<file path="src/rtl/gpio.sv">
// Memory-mapped GPIO port: output data, direction, synchronized inputs,
// atomic set/clear/toggle of outputs, and sticky W1C edge status.
module gpio #(
  parameter int WIDTH = 8
) (
  input  logic             clk_i,
  input  logic             rst_ni,
  input  logic [31:0]      addr_i,
  input  logic [31:0]      wdata_i,
  input  logic             we_i,
  input  logic             re_i,
  output logic [31:0]      rdata_o,
  input  logic [WIDTH-1:0] gpio_i,
  output logic [WIDTH-1:0] gpio_o,
  output logic [WIDTH-1:0] gpio_oe_o
);

  typedef enum logic [2:0] {
    REG_DATA_OUT = 3'd0,
    REG_DIR      = 3'd1,
    REG_DATA_IN  = 3'd2,
    REG_OUT_SET  = 3'd3,
    REG_OUT_CLR  = 3'd4,
    REG_OUT_TGL  = 3'd5,
    REG_RISE     = 3'd6,
    REG_FALL     = 3'd7
  } reg_sel_e;

  reg_sel_e         sel;
  logic [WIDTH-1:0] wmask;
  logic [WIDTH-1:0] data_out;
  logic [WIDTH-1:0] dir;
  logic [WIDTH-1:0] sync_p0;
  logic [WIDTH-1:0] sync_p1;
  logic [WIDTH-1:0] hist_p2;
  logic [WIDTH-1:0] rise;
  logic [WIDTH-1:0] fall;
  logic [WIDTH-1:0] rise_evt;
  logic [WIDTH-1:0] fall_evt;
  logic [WIDTH-1:0] rise_clr;
  logic [WIDTH-1:0] fall_clr;
  logic             unused_bits;

  assign sel         = reg_sel_e'(addr_i[4:2]);
  assign wmask       = wdata_i[WIDTH-1:0];
  assign unused_bits = ^{addr_i[31:5], addr_i[1:0], wdata_i};

  always_ff @(posedge clk_i or negedge rst_ni) begin
    if (!rst_ni) begin
      data_out <= '0;
      dir      <= '0;
    end else if (we_i) begin
      case (sel)
        REG_DATA_OUT: data_out <= wmask;
        REG_DIR:      dir      <= wmask;
        REG_OUT_SET:  data_out <= data_out | wmask;
        REG_OUT_CLR:  data_out <= data_out & ~wmask;
        REG_OUT_TGL:  data_out <= data_out ^ wmask;
        default:      ;
      endcase
    end
  end

  // Stage p0/p1: two-flop synchronizer; stage p2: previous synchronized value
  always_ff @(posedge clk_i or negedge rst_ni) begin
    if (!rst_ni) begin
      sync_p0 <= '0;
      sync_p1 <= '0;
      hist_p2 <= '0;
    end else begin
      sync_p0 <= gpio_i;
      sync_p1 <= sync_p0;
      hist_p2 <= sync_p1;
    end
  end

  assign rise_evt = sync_p1 & ~hist_p2;
  assign fall_evt = ~sync_p1 & hist_p2;
  assign rise_clr = (we_i && sel == REG_RISE) ? wmask : '0;
  assign fall_clr = (we_i && sel == REG_FALL) ? wmask : '0;

  // A new edge overrides a simultaneous W1C on the same bit
  always_ff @(posedge clk_i or negedge rst_ni) begin
    if (!rst_ni) begin
      rise <= '0;
      fall <= '0;
    end else begin
      rise <= (rise & ~rise_clr) | rise_evt;
      fall <= (fall & ~fall_clr) | fall_evt;
    end
  end

  always_comb begin
    rdata_o = '0;
    if (re_i) begin
      case (sel)
        REG_DATA_OUT: rdata_o[WIDTH-1:0] = data_out;
        REG_DIR:      rdata_o[WIDTH-1:0] = dir;
        REG_DATA_IN:  rdata_o[WIDTH-1:0] = sync_p1;
        REG_RISE:     rdata_o[WIDTH-1:0] = rise;
        REG_FALL:     rdata_o[WIDTH-1:0] = fall;
        default:      rdata_o = '0;
      endcase
    end
  end

  assign gpio_o    = data_out;
  assign gpio_oe_o = dir;

endmodule

</file>
<file path="config.mk">
export PLATFORM = sky130hd
export DESIGN_NAME = gpio
export DESIGN_NICKNAME = d
export VERILOG_FILES = /design/src/rtl/gpio.sv
export SDC_FILE = /design/constraint.sdc
export NUM_CORES = 1
export LEC_CHECK = 0
export ABC_AREA = 1
export BUFFER_PORTS_ARGS = -buffer_cell sky130_fd_sc_hd__buf_2
export CORE_ASPECT_RATIO = 0.75
export CORE_MARGIN = 3
export CORE_UTILIZATION = 50
export CTS_BUF_LIST = sky130_fd_sc_hd__clkbuf_4 sky130_fd_sc_hd__clkbuf_8
export DETAILED_ROUTE_END_ITERATION = 10
export PLACE_DENSITY_LB_ADDON = 0.15
export SKIP_CTS_REPAIR_TIMING = 1
export SYNTH_ARGS = -nofsm -noshare
export SYNTH_HDL_FRONTEND = slang
export SYNTH_SLANG_ARGS = --single-unit
</file>
<file path="constraint.sdc">
create_clock -name clk_i -period 1.5 [get_ports clk_i]
set_input_delay 0.3 -clock clk_i [delete_from_list [all_inputs] [get_ports clk_i]]
set_output_delay 0.3 -clock clk_i [all_outputs]
set_load 0.01 [all_outputs]
</file>
* Yosys cells after proc, flatten, opt, wreduce, memory -nomap -nowiden
Index checks and enable logic that the tools add are counted.
Cells by class: add/sub/neg operators 0, divide/modulo/power cells 0, bitwise gates (word level) 14, shift-type cells 0, eq/ne operators 7, multiplexer cells 5, reduce and logical (&&, ||, !) cells 6, magnitude comparators 0, $mul 0
Operator list (number):
- bitwise AND 8 bit | 5
- inverter 8 bit | 5
- case mux 8 bit (5 select lines) | 1
- case mux 8 bit (4 select lines) | 1
- 2-to-1 mux 8 bit | 3
- OR 8 bit | 3
- equality test 3 bit, second input constant | 4
- XOR 8 bit | 1
- equality test 3 x 2 -> 1 bit, second input constant | 2
- AND reduction 2 bit | 2
- nonzero test 4 bit | 1
- equality test 3 x 1 -> 1 bit, second input constant | 1
- zero test 3 bit | 1
- logical AND 1 bit | 2
Word-level totals: bits in latches 0, flip-flop bits (word level) 56, logic and storage cells 39, memory bits (writable) 0, bits of input ports 76, bits in read-only memories 0, memories 0

* Longest topological paths before layout
word-level depth 6, depth in mapped cells 8, mapped depth without buffers 7

* Least setup slack after synthesis
Ideal clock, no wire load.
path kind input port to output port, from in addr_i[2], to out rdata_o[6], setup slack 46 ps, data arrival time 1154 ps, stages on the path 6, cell sequence buf_4 > buf_1 > nand3_1 > nand2_1 > nor2_1 > a21oi_1
On the way: cells in the longest elaborated chain, start to end 3, elaborated cells between the ends (all ways) 7
Ends and longest elaborated chain:
- from (decl) | line 8 | input logic [31:0] addr_i,
- equality test 3 bit, or another cell as far along | line 96 | case (sel)
- case mux 8 bit (5 select lines) * | line 96
- 2-to-1 mux 8 bit * | line 95 | if (re_i) begin
- to (decl) | line 12 | output logic [31:0] rdata_o,
Mark *: on every way between the ends. The rest lies on a longest branch, timed or not.

* Worst setup path after layout
from reg data_out[5], in the netlist gpio_o[5], to out rdata_o[5]
On the way: cells in the longest elaborated chain, start to end 2
Ends and longest elaborated chain:
- from (decl) | line 31 | logic [WIDTH-1:0] data_out;
- from (signal assigned) | line 54 | REG_DATA_OUT: data_out <= wmask;
- from (signal assigned) | line 56 | REG_OUT_SET: data_out <= data_out | wmask;
- from (signal assigned) | line 57 | REG_OUT_CLR: data_out <= data_out & ~wmask;
- case mux 8 bit (5 select lines) | line 96
- 2-to-1 mux 8 bit | line 95
No other way between the ends.

==> metrics.md <==
| Metric | Value |
|---|---|
| Worst Skew | `0.00760 ns` |
| Overall Power | `0.00381 W` |
| Max cap viols | `0` |
| Post-synth cell types | `23` |
| Hold Crit Class | `in2reg` |
| Count leader, synth | `nand2_1` |
| CTS tree | `done` |
| Post-layout min period | `1.53 ns` |
| Post-Syn Area | `3000 µm²` |
| Layout cell share with drive strength beyond 1 | `30.6%` |
| DRT antenna net count | `0` |
| CP Launch Type | `register` |
| Core box area | `5550 µm²` |
| Count of pins over their slew limit | `0` |
| Via count | `2562` |
| R2R Setup Slk | `0.12 ns` |
| RSZ-0062 raised after global routing | `yes` |
| Synth area leaders | `dfrtp_1 (47%), nand2_1 (12%), ha_1 (6.7%), buf_4 (6.3%), nand3_1 (5.5%)` |
| Maximum clock path buffer count | `2` |
| Core Rows | `23` |
| EDFF count, synth | `0` |
| Inst Count DP | `484` |
| Max Freq | `655 MHz` |
| Die X | `95.4 µm` |
| P&R area growth vs syn | `25.9%` |
| Cells after Synth | `349` |
| Final count of hold timing violations | `0` |
| Clk slew on worst S/H paths | `0.10 ns` |
| Yosys warns | `0` |
| Detailed Route WL | `7250 µm` |
| Worst hold margin | `0.0771 ns` |
| Finished Layout Cells | `513` |
| Gr ovfl total | `0` |
| WL/cell | `14.1 µm` |
| Most frequent cells after synthesis | `nand2_1 (98), dfrtp_1 (56), inv_1 (34), nand3_1 (33), o21ai_1 (26)` |
| Top cell type's share of synthesized area | `46.8%` |
| Storage cell area | `1400 µm²` |
| Period utilization | `102%` |
| Avg Cell Area, Syn | `8.59 µm²` |
| Status | `finished with violations` |
| Main flop type after synthesis | `dfrtp_1` |
| Worst setup EP type | `primary output` |
| Setup Crit Path Kind | `reg2out` |
| Ports | `124` |
| Critical path arrival | `1.23 ns` |
| I/O Buffers | `46` |
| Die Ht | `73.0 µm` |
| CP Max Fanout | `4` |
| Synth area leader | `dfrtp_1` |
| Nets@finish | `529` |
| Final worst setup slack | `-0.0278 ns` |
| Register area share after synthesis | `46.8%` |
| Initial Util | `54.0%` |
| Pin count of the biggest net entering global routing | `34` |
| H-tree depth | `2` |
| Gpl congestion | `0.843` |
| Antenna violations before repair | `0` |
| FF+latch count, synth | `56` |
| Area of the multi-input gates | `1400 µm²` |
| Tot GR Track Use | `20.0%` |
| Ys async rst share | `100%` |
| N_diodes | `0` |
| DRC errors left | `0` |
| Failing checks | `negative setup slack` |
| Power Dens Cells | `1010 nW/µm²` |
| First-pass GRT wire length | `10700 µm` |
| VDD IR max | `0.566 mV` |
| DP Wirelength | `4970 µm` |
| CTS sink cnt | `56` |
| Die Footprint | `6970 µm²` |
| Total CTS buffers | `5` |
| Root buffer selected by CTS | `clkbuf_8` |
| Iter 0 DRT Violations | `93` |
| DRT Pass-1 Iters | `4` |
| Filler instances | `474` |
| Vias per Instance | `4.99` |
| Vias in the first global route | `2210` |
| Worst EP required | `1.20 ns` |
| Clock Latency Late Sink | `0.32 ns` |
| Final setup fails | `4` |
| Pleak | `1.99 nW` |
[placed cells by master, fill, tap and decap left out, drive strengths merged, types with 16 or more instances in the layout]
master and n:
buf 87, nand3 34, o21ai 32, nor2 18
ha 16, inv 40, nand4 17, dfrtp 56
nand2 103, conb 24
[metal layers]
| metal | track usage, % | part of all wire, % | routed length, µm | up-vias |
|---|---|---|---|---|
| li1 | - | - | - | 1254 |
| met1 | 27.9 | 44 | 3210 | 1226 |
| met2 | 32.3 | 49 | 3550 | 76 |
| met3 | 4.33 | 5.9 | 429 | 6 |
| met4 | 4.26 | 0.72 | 52 | 0 |
| met5 | 0 | 0 | 0 | - |
[power by group]
group | leakage, nW | switching, W | internal, W
sequential | 0.627 | 0.000109 | 0.00165
clock | 0.0687 | 0.000500 | 0.000672
combinational | 1.30 | 0.000501 | 0.000382
[path summary, 6_finish.rpt]
path,startpoint,end,cells past startpoint
setup / recovery,gpio_o[5],rdata_o[5],5
hold / removal,gpio_i[3],sync_p0[3],1
setup reg to reg,gpio_o[0],gpio_o[0],8
hold reg to reg,sync_p0[1],sync_p1[1],0
max in group asynchronous,rst_ni,gpio_oe_o[6],3
min in group asynchronous,rst_ni,gpio_o[3],2
[flip-flops by register name (all words and copies together), names as in the netlist]
name       flops
gpio_oe_o      8
sync_p0        8
gpio_o         8
hist_p2        8
sync_p1        8
fall           8
rise           8
[area by class of cell]
cell class,instances,share of cell area [%]
sequential,56,37.2
clock inverter,3,1.82
tap,75,2.49
clock buffer,5,1.82
inverter,39,4.28
multi-input combinational,247,37.0
timing repair buffer,88,15.4
[stage by stage]
stage | TNS, ns | worst slack [ns] | instance area, µm² | utilization (%)
final | -0.0586 | -0.0278 | 3770 | 67.9
after global routing | -0.714 | -0.129 | 3770 | 67.9
after global placement | -0.429 | -0.0861 | 3350 | 60.4
after floorplan | 0 | 0.0460 | 3080 | -
after CTS | -0.502 | -0.0934 | 3490 | 62.9
after detailed placement | -0.409 | -0.0853 | 3350 | 60.4
[cells by family (layout without fill, tap and decap cells)]
group	Yosys count	in the layout	synth area share, %
AND/OR/NAND/NOR	172	172	27.4
flip-flops	56	56	46.8
buffers and inverters	69	135	12.4
adder cells (fa/ha/maj)	16	16	6.68
other	1	24	0.125
AO/OA/AOI/OAI	35	35	6.60
[critical path, cell delays in order, from the launching register on]
cell,delay (ns)
dfrtp_1,0.42
nand3_2,0.11
nand3_2,0.09
nor2_1,0.04
nor2_1,0.10
buf_2,0.15
Note: power is estimated with default switching activity, not from simulation.
